===== config.mk =====
export PLATFORM = sky130hd
export DESIGN_NAME = serial_sub_ctrl
export DESIGN_NICKNAME = d
export VERILOG_FILES = /design/src/rtl/serial_sub_pkg.sv /design/src/rtl/full_dif.sv /design/src/rtl/serial_sub_ctrl.sv
export SDC_FILE = /design/constraint.sdc
export NUM_CORES = 1
export LEC_CHECK = 0
export ABC_AREA = 1
export CAP_MARGIN = 0
export CORE_UTILIZATION = 50
export CTS_BUF_LIST = sky130_fd_sc_hd__clkbuf_2 sky130_fd_sc_hd__clkbuf_4 sky130_fd_sc_hd__clkbuf_8
export DETAILED_ROUTE_END_ITERATION = 10
export HOLD_SLACK_MARGIN = 0.12
export PLACE_DENSITY = 0.76
export SLEW_MARGIN = 10
export SYNTH_ARGS = -nofsm -noshare
export SYNTH_HDL_FRONTEND = slang
export SYNTH_SLANG_ARGS = --single-unit
export TNS_END_PERCENT = 100

===== constraint.sdc =====
create_clock -name clk -period 3.07 [get_ports clk]
set_input_delay 0.4605 -clock clk [delete_from_list [all_inputs] [get_ports clk]]
set_output_delay 0.4605 -clock clk [all_outputs]
set_load 0.005 [all_outputs]

===== src/rtl/serial_sub_pkg.sv =====
// Shared types and constants for the bit-serial subtractor.
package serial_sub_pkg;

    localparam int DEF_WIDTH = 8;

    typedef enum logic [1:0] {
        ST_IDLE  = 2'd0,
        ST_SHIFT = 2'd1,
        ST_DONE  = 2'd2
    } state_t;

endpackage


===== src/rtl/full_dif.sv =====
// One-bit full subtractor: d = s - i - bin, bout set when the bit underflows.
module full_dif (
    input  logic s,
    input  logic i,
    input  logic bin,
    output logic d,
    output logic bout
);

    assign d    = s ^ i ^ bin;
    assign bout = (~s & i) | (~(s ^ i) & bin);

endmodule


===== src/rtl/serial_sub_ctrl.sv =====
// Bit-serial unsigned subtractor, LSB first, one bit per clock; start/busy/done handshake.
// WIDTH+1 cycles start-to-done; start is ignored while busy.
module serial_sub_ctrl
    import serial_sub_pkg::*;
#(
    parameter int WIDTH = DEF_WIDTH
) (
    input  logic             clk,
    input  logic             rst,
    input  logic             start,
    input  logic [WIDTH-1:0] a,
    input  logic [WIDTH-1:0] b,
    output logic             busy,
    output logic             done,
    output logic [WIDTH-1:0] diff,
    output logic             borrow_out
);

    localparam int            CW   = (WIDTH > 2) ? $clog2(WIDTH) : 1;
    localparam logic [CW-1:0] LAST = CW'(WIDTH - 1);

    state_t           r_state;
    state_t           w_state_nxt;
    logic [WIDTH-1:0] r_sa;
    logic [WIDTH-1:0] r_sb;
    logic             r_br;
    logic [CW-1:0]    r_cnt;
    logic             r_busy;
    logic             r_done;
    logic [WIDTH-1:0] r_diff;
    logic             r_borrow;

    logic             w_load;
    logic             w_last;
    logic             w_d;
    logic             w_bout;

    full_dif u_cell (
        .s    (r_sa[0]),
        .i    (r_sb[0]),
        .bin  (r_br),
        .d    (w_d),
        .bout (w_bout)
    );

    always_comb begin
        w_state_nxt = r_state;
        w_load      = 1'b0;
        w_last      = 1'b0;
        case (r_state)
            ST_IDLE: begin
                if (start) begin
                    w_load      = 1'b1;
                    w_state_nxt = ST_SHIFT;
                end
            end
            ST_SHIFT: begin
                if (r_cnt == LAST) begin
                    w_last      = 1'b1;
                    w_state_nxt = ST_DONE;
                end
            end
            ST_DONE: begin
                if (start) begin
                    w_load      = 1'b1;
                    w_state_nxt = ST_SHIFT;
                end else begin
                    w_state_nxt = ST_IDLE;
                end
            end
            default: w_state_nxt = ST_IDLE;
        endcase
    end

    // The minuend register doubles as the result shift register: each freed MSB takes a difference bit.
    always_ff @(posedge clk or posedge rst) begin
        if (rst) begin
            r_state  <= ST_IDLE;
            r_sa     <= '0;
            r_sb     <= '0;
            r_br     <= 1'b0;
            r_cnt    <= '0;
            r_busy   <= 1'b0;
            r_done   <= 1'b0;
            r_diff   <= '0;
            r_borrow <= 1'b0;
        end else begin
            r_state <= w_state_nxt;
            if (w_load) begin
                r_sa   <= a;
                r_sb   <= b;
                r_br   <= 1'b0;
                r_cnt  <= '0;
                r_busy <= 1'b1;
                r_done <= 1'b0;
            end else if (r_state == ST_SHIFT) begin
                r_sa <= {w_d, r_sa[WIDTH-1:1]};
                r_sb <= {1'b0, r_sb[WIDTH-1:1]};
                r_br <= w_bout;
                if (w_last) begin
                    r_diff   <= {w_d, r_sa[WIDTH-1:1]};
                    r_borrow <= w_bout;
                    r_busy   <= 1'b0;
                    r_done   <= 1'b1;
                end else begin
                    r_cnt <= r_cnt + 1'b1;
                end
            end else begin
                r_done <= 1'b0;
            end
        end
    end

    assign busy       = r_busy;
    assign done       = r_done;
    assign diff       = r_diff;
    assign borrow_out = r_borrow;

endmodule


# ---- Yosys cells after proc, flatten, opt, wreduce, memory -nomap -nowiden
# Cells that the tools add are included.
dict set report word_totals {
  reg_bits 33
  latch_bits 0
  ram_bits 0
  rom_bits 0
  inputBits 19
  out_inout_bits 11
  n_memories 0
}
dict set report classes {
  n_addsub 1
  multipliers 0
  div_mod_pow 0
  magnitude_cmp 0
  n_eq_ne 7
  shift 0
  mux 23
  bitwise_logic 8
  reduce_logical 8
}
# operator count
set op_table {}
lappend op_table {{$mux 8} 4}
lappend op_table {{$mux 1} 13}
lappend op_table {{$mux 3} 3}
lappend op_table {{$ne 2x2->1 const B} 3}
lappend op_table {{$pmux 2 s3} 1}
lappend op_table {{$reduce_and 2->1} 3}
lappend op_table {{$mux 2} 2}
lappend op_table {{$reduce_bool 2->1} 2}
lappend op_table {{$add 3x1->3 const B} 1}
lappend op_table {{$eq 3x3->1 const B} 1}
lappend op_table {{$ne 3x3->1 const B} 1}
lappend op_table {{$not 1->1} 3}
lappend op_table {{$reduce_and 3->1} 1}
lappend op_table {{$and 1x1->1} 2}
lappend op_table {{$eq 2x1->1 const B} 1}
lappend op_table {{$eq 2x2->1 const B} 1}
lappend op_table {{$logic_not 2->1} 1}
lappend op_table {{$reduce_or 2->1} 1}
lappend op_table {{$xor 1x1->1} 2}
lappend op_table {{$or 1x1->1} 1}

# ---- Longest topological paths before layout
# Gate-level depths: netlist of run 1.
dict set report logic_depth {
  ltp_word 6
  mapped_depth 8
  mapped_depth_nobuf 7
}

# ---- Hierarchy
# From an unflattened synthesis of run 1, not the netlist that was laid out.
dict set report unflattened {
  cells_unflattened 195
  hier_area_um2 1624.1
}
# module n_inst cells_each area_each_um2
set modules_own_cells {}
lappend modules_own_cells {serial_sub_ctrl 1 191 1592.8}
lappend modules_own_cells {full_dif 1 4 31.3}

# ---- Worst setup path before layout of run 1
# OpenSTA, ideal clock, no wires.
dict set report synth_timing {
  path_type {flip-flop to flip-flop}
  start {reg r_sb[0]}
  end {reg r_br}
  arrival_time_ps 1157
  t_required_ps 2987
  slack_ps 1830
  path_stages_with_launch 5
  synth_period_minus_slack_ps 1240
  path_cell_list {dfrtp_1 inv_1 fa_1 or2_2 o21ai_0}
}
dict set report synth_via {
  elab_chain_cells 6
  elab_cells_between_ends 7
  cone_classes {mux (2); bitwise (5)}
}
# item line_no
set synth_lines {}
lappend synth_lines {{start: declaration} serial_sub_ctrl.sv:25} ;# logic [WIDTH-1:0] r_sb;
lappend synth_lines {{start signal: assignment} serial_sub_ctrl.sv:98} ;# r_sb <= {1'b0, r_sb[WIDTH-1:1]};
lappend synth_lines {{$xor 1x1->1} full_dif.sv:11} ;# assign bout = (~s & i) | (~(s ^ i) & bin);
lappend synth_lines {{$not 1->1} full_dif.sv:11}
lappend synth_lines {{$and 1x1->1} full_dif.sv:11}
lappend synth_lines {{$or 1x1->1 (*)} full_dif.sv:11}
lappend synth_lines {{$mux 1 (*)} serial_sub_ctrl.sv:96} ;# end else if (r_state == ST_SHIFT) begin
lappend synth_lines {{$mux 1 (*)} serial_sub_ctrl.sv:89} ;# if (w_load) begin
lappend synth_lines {{end signal: assignment} serial_sub_ctrl.sv:99} ;# r_br <= w_bout;
lappend synth_lines {{end: declaration} serial_sub_ctrl.sv:26} ;# logic r_br;
# Mark *: on every way between the ends. The rest lies on a longest branch, timed or not. The select of a mux whose other input is x is not followed.
# A chain may end at the register's enable or synchronous reset.

# ---- Worst setup path after layout of run 1
dict set report layout_timing {
  start {reg r_diff[6], in the netlist diff[6]}
  end {out diff[6]}
}
# item line_no
set layout_lines {}
lappend layout_lines {{start: declaration} serial_sub_ctrl.sv:30} ;# logic [WIDTH-1:0] r_diff;
lappend layout_lines {{start signal: assignment} serial_sub_ctrl.sv:101} ;# r_diff <= {w_d, r_sa[WIDTH-1:1]};
lappend layout_lines {{end: declaration} serial_sub_ctrl.sv:15} ;# output logic [WIDTH-1:0] diff,
# No word-level cell between the ends.

==> out/metrics.yaml, run 1 <==
yosys:
  synth_area_leader_cell: "dfrtp_1"
  syn_avg_cell_area_sq_um: 8.04
  syn_inst: 194
  seq_area_frac_synth_pct: 52.9
  synth_area_leaders: "dfrtp_1 (53%), nand2_1 (23%), nand3_1 (6.4%), inv_1 (4.8%), ha_1 (1.6%)"
  syn_area_sq_mm: 0.00156
  syn-num-nets: 216
  synth_top_area_share_pct: 52.9
  ys_ff_latch: 33
  ys_warn_count: 0
  yosys.cell_types.count: 19
power_and_ir_drop:
  intPower_mw: 1.27
  seq_power_share_pct: 40.7
  p_leak_nw: 1.06
  p_per_area_mw_per_mm2: 1020
  clockPowerShare_pct: 20.1
  switchingPower_mw: 0.715
  ir_drop_uv: 593
  share_comb_of_total_power_pct: 39.2
  p_sw_share_pct: 36.0
  design_power_total_mw: 1.99
floorplan:
  ios: 30
  initial_utilization_pct: 54.7
  chipWidth_microns: 57.9
  num_rows: 19
  die_h_microns: 57.9
  die_area_sq_mm: 0.00335
  core_area_sq_mm: 0.00285
clock_network:
  cts_setup_buffers: 0
  h-tree-depth: 2
  cts_sinks: 33
  cts_inserted_buffers: 5
  root_buffer: "clkbuf_4"
  cts_tree: "done"
  ctsResizeCount: 0
  ctsLongestPathBuffers: 2
  clk_latency_ns: 0.34
  postCtsHoldBufs: 0
  clkTransAtPathRegs_ns: 0.11
placement:
  placed_area_sq_mm: 0.00185
  gp_congestion: 0.839
  port_buffers: 29
  place_hpwl_microns: 2080
  pre_cts_slack_ns: 1.38
critical_path:
  critPathBufInv: 1
  path_delay_family: "buffers and inverters"
  worstSetupEndpointType: "output pin"
  cp_slowest_cell: "clkdlybuf4s50_1"
  crit_path_start: "diff[6]"
  startpoint_type: "flip-flop"
  worstSetupPathType: "reg2out"
  cp_data_arrival_time_ns: 1.22
  regToRegStartpoint: "r_state[0]"
  critical_path.max_stage_delay_ns: 0.50
  crit_fanout: 2
  cp.required_ns: 2.61
  crit_path_cell_trace: "clkdlybuf4s50_1"
drt:
  drtIter0Drc: 66
  wl_per_cell_microns: 11.6
  final_antenna_net_count: 0
  via_per_inst: 4.92
  postRouteWirelength_microns: 2990
  drc_errors: 2
  route.vias.total: 1265
  firstDrtPassIters: 7
sta:
  rsz0062_at_grt: "false"
  layout_setup_ws_ns: 1.39
  skew_ns: 0.0112
  maxSlewViolCount: 0
  min_period_over_period_pct: 54.8
  fin_setup_tns_ns: 0
  worstMarginPinSlew_ns: 0.658
  relSlewSlack_pct: 56.1
  setup_viol: 0
  fin_crit_ns: 1.68
  fmax_mhz: 595
  timing.final.hold_violations: 0
global_routing:
  grt_use_total_pct: 20.2
  antenna_found_initial: 0
  globalRouteOverflowTotal: 0
  grt_pass1_vias: 1229
  grt_pass1_wl_microns: 5150
  grt_max_degree: 34
worst_hold_path:
  hold_path_class: "reg2reg"
  hp-start: "busy"
finish:
  areaGrowthSynthToFinish_pct: 25.3
  final.fill_count: 248
  nNetsFinal: 247
  final_common_cell: "nand2_1"
  stdcell_area_sq_mm: 0.00195
  antenna_cells: 0
  layout.cells.most_common_list: "nand2_1 (95), dfrtp_1 (33), clkdlybuf4s50_1 (29)"
  ff_latch_area_sq_um: 826
  drive_gt1_share_pct: 9.73
  multi_input_area_sq_um: 593
flow_run:
  drv_cap: 0
outcome:
  status: "finished with violations"
  violations: "design-rule violations"
## through the flow
step	hold WS [ns]	instances	utilization (%)
after detailed placement	0.465	249	64.9
after floorplan	0.443	194	-
after CTS	0.490	257	68.5
final	0.482	257	68.5
after global placement	0.454	249	64.9
after global routing	0.510	257	68.5
## power by group through the flow
stage	registers (mW)	clock network (mW)	logic [mW]
after global routing	0.837	0.421	0.905
after CTS	0.810	0.405	0.792
after detailed placement	0.817	0	0.782
final	0.810	0.400	0.779
after floorplan	0.761	0	0.570
after global placement	0.803	0	0.750
## area by class of cell
cell class / count / area share [%]
Sequential cell: 33 / 42.3
Inverter: 25 / 4.93
Clock buffer: 5 / 1.92
Multi-Input combinational cell: 130 / 30.3
Clock inverter: 3 / 3.33
Tap cell: 31 / 1.98
Timing Repair Buffer: 30 / 15.2
## sequential cells by signal, indices dropped and copies added (netlist names)
signal and flops:
done 1, diff 8, r_sa 8, r_state 2, r_cnt 3, r_br 1, r_sb 8, busy 1
borrow_out 1
## final timing paths
| path | end | cells past startpoint | slack (ns) |
|---|---|---|---|
| max | diff[6] | 1 | 1.39 |
| min | busy | 2 | 0.48 |
| max reg2reg | diff[0] | 6 | 1.45 |
| min reg2reg | busy | 2 | 0.48 |
| max in group asynchronous | r_sb[5] | 3 | 2.27 |
| min in group asynchronous | busy | 3 | 0.50 |
## routing by layer
metal	up-vias	global-route usage (%)	share of wire (%)
li1	643	-	-
met1	587	24.7	43
met2	30	35.5	51
met3	5	4.24	4.4
met4	0	7.14	1.5
met5	-	0	0
## cell families (layout without fill, tap and decap cells)
family                   after synthesis  after routing  share of synthesized area [%]
buffers and inverters                 31             63                           9.06
flip-flops                            33             33                           52.9
adder cells (fa/ha/maj)                3              3                           2.89
AO/OA/AOI/OAI                          2              2                          0.882
AND/OR/NAND/NOR                      125            125                           34.2
## cells in the mapped netlist
cell and instances:
nand2_1 95, inv_4 1, or2_2 1, inv_2 4
fa_1 1, nor2_4 2, nand3_1 20, dfrtp_1 33
nor2_1 2, o21ai_0 1, buf_2 3, nand2_2 2
inv_1 20, ha_1 2, buf_6 2, nand2_4 2
nand4_1 1, buf_4 1, o21ai_2 1
(Power assumes the default switching activity.)
==> run 2, diff against run 1 <==
- clock period: 3.07 -> 1.69 ns (I/O delays scaled with it)
==> run 2 against run 1 <==
Effect of this change: the run still ends with design-rule violations left; clock power increased by 25%; clock skew decreased by 0.0015 ns; final area decreased by 1.3%; non-clock buffer count increased by 1; sequential share of layout area increased by 0.55 points; combinational power increased by 90%; critical endpoint is now diff[7].
==> out/metrics.yaml, run 2 (same netlist as run 1, synthesis figures left out) <==
clock_network:
  cts_tree: "done"
  clk_latency_ns: 0.33
  clkTransAtPathRegs_ns: 0.10
  ctsResizeCount: 0
  root_buffer: "clkbuf_4"
  cts_setup_buffers: 0
  h-tree-depth: 2
  cts_inserted_buffers: 5
  cts_sinks: 33
  postCtsHoldBufs: 0
  ctsLongestPathBuffers: 2
drt:
  firstDrtPassIters: 7
  via_per_inst: 4.84
  final_antenna_net_count: 0
  route.vias.total: 1249
  wl_per_cell_microns: 11.2
  drc_errors: 2
  drtIter0Drc: 45
  postRouteWirelength_microns: 2880
finish:
  final_common_cell: "nand2_1"
  areaGrowthSynthToFinish_pct: 23.7
  layout.cells.most_common_list: "nand2_1 (95), dfrtp_1 (33), clkdlybuf4s50_1 (29)"
  post-route-util_pct: 67.6
  drive_gt1_share_pct: 10.1
  nNetsFinal: 248
  antenna_cells: 0
sta:
  skew_ns: 0.00973
  layout_setup_ws_ns: 0.232
  maxSlewViolCount: 0
  setup_viol: 0
  timing.hold.ws_ns: 0.290
  worstMarginPinSlew_ns: 0.405
  fin_crit_ns: 1.46
  fin_setup_tns_ns: 0
  min_period_over_period_pct: 86.3
  fmax_mhz: 686
  relSlewSlack_pct: 73.0
  rsz0062_at_grt: "false"
  timing.final.hold_violations: 0
floorplan:
  die_h_microns: 57.9
  core_area_sq_mm: 0.00285
  die_area_sq_mm: 0.00335
  ios: 30
  initial_utilization_pct: 54.7
  chipWidth_microns: 57.9
  num_rows: 19
critical_path:
  critical_path.max_stage_delay_ns: 0.51
  r2r_end: "diff[0]"
  crit_path_start: "diff[7]"
  crit_end: "diff[7]"
  worstSetupEndpointType: "output pin"
  path_delay_family: "buffers and inverters"
  r2r_setup_slack_ns: 0.28
  cp_data_arrival_time_ns: 1.20
  startpoint_type: "flip-flop"
  regToRegStartpoint: "r_cnt[0]"
  r2r_cells: 6
  cp_slowest_cell: "clkdlybuf4s50_1"
  cp.required_ns: 1.44
  crit_path_cell_trace: "clkdlybuf4s50_1"
  cp_num_cells: 1
  critPathBufInv: 1
  crit_fanout: 2
  worstSetupPathType: "reg2out"
outcome:
  status: "finished with violations"
  violations: "design-rule violations"
global_routing:
  grt_max_degree: 34
  grt_pass1_wl_microns: 4890
  grt_pass1_vias: 1191
  antenna_found_initial: 0
  globalRouteOverflowTotal: 0
  grt_use_total_pct: 19.7
power_and_ir_drop:
  p_leak_nw: 1.05
  design_power_total_mw: 3.39
  ir_drop_uv: 779
  p_per_area_mw_per_mm2: 1760
worst_hold_path:
  hold_path_class: "in2async"
placement:
  port_buffers: 29
  place_hpwl_microns: 2070
  gp_congestion: 0.838
  pre_cts_slack_ns: 0.208
flow_run:
  drv_cap: 0
[run 2: cell types whose count changed in the layout (fill, tap and decap cells not counted)]
| cell | previous run | this run |
|---|---|---|
| buf_4 | 1 | 2 |
| bufinv_16 | 2 | 0 |
| clkbuf_8 | 0 | 2 |
[run 2: where the power goes]
| group | switching (mW) | total (mW) | internal, mW | leakage (nW) |
|---|---|---|---|---|
| logic | 0.781 | 1.48 | 0.694 | 0.605 |
| registers | 0.237 | 1.41 | 1.17 | 0.403 |
| clock network | 0.259 | 0.500 | 0.241 | 0.0413 |
[run 2: worst min-delay path: cells and delay by family]
family	cells	cell delay, ns
buffers and inverters	3	0.79
[run 2: layout make-up]
type	count	area [sq um]
Timing Repair Buffer	31	305
Sequential cell	33	826
Multi-Input combinational cell	130	593
Fill cell	243	923
Clock buffer	7	65.1
Tap cell	31	38.8
Clock inverter	1	5.00
Inverter	25	96.3
[run 2: worst min path at each step]
| stage | startpoint | end | slack [ns] |
|---|---|---|---|
| 2_1_floorplan | b[7] | r_sb[7] | 0.37 |
| 3_3_place_gp | busy | busy | 0.45 |
| 3_5_place_dp | diff[0] | diff[0] | 0.47 |
| 4_1_cts | rst | diff[3] | 0.28 |
| 5_1_grt | rst | diff[3] | 0.34 |
| 6_report | rst | borrow_out | 0.29 |
[run 2: per-layer routing]
layer	GRT usage (%)	wire length [microns]	vias to the layer above
li1	-	-	647
met1	22.0	1280	563
met2	34.0	1390	35
met3	6.92	168	4
met4	8.84	43	0
met5	0	0	-
[run 2: metrics by stage]
stage	cells	instance area (sq um)
2_1_floorplan	194	1560
3_3_place_gp	250	1860
3_5_place_dp	250	1860
4_1_cts	258	1930
5_1_grt	258	1930
6_report	258	1930
==> run 3, diff against run 2 <==
- TNS_END_PERCENT: 100 -> default
==> results of run 3 <==
Same layout as run 2: the final DEF is identical, and so are final timing and power.
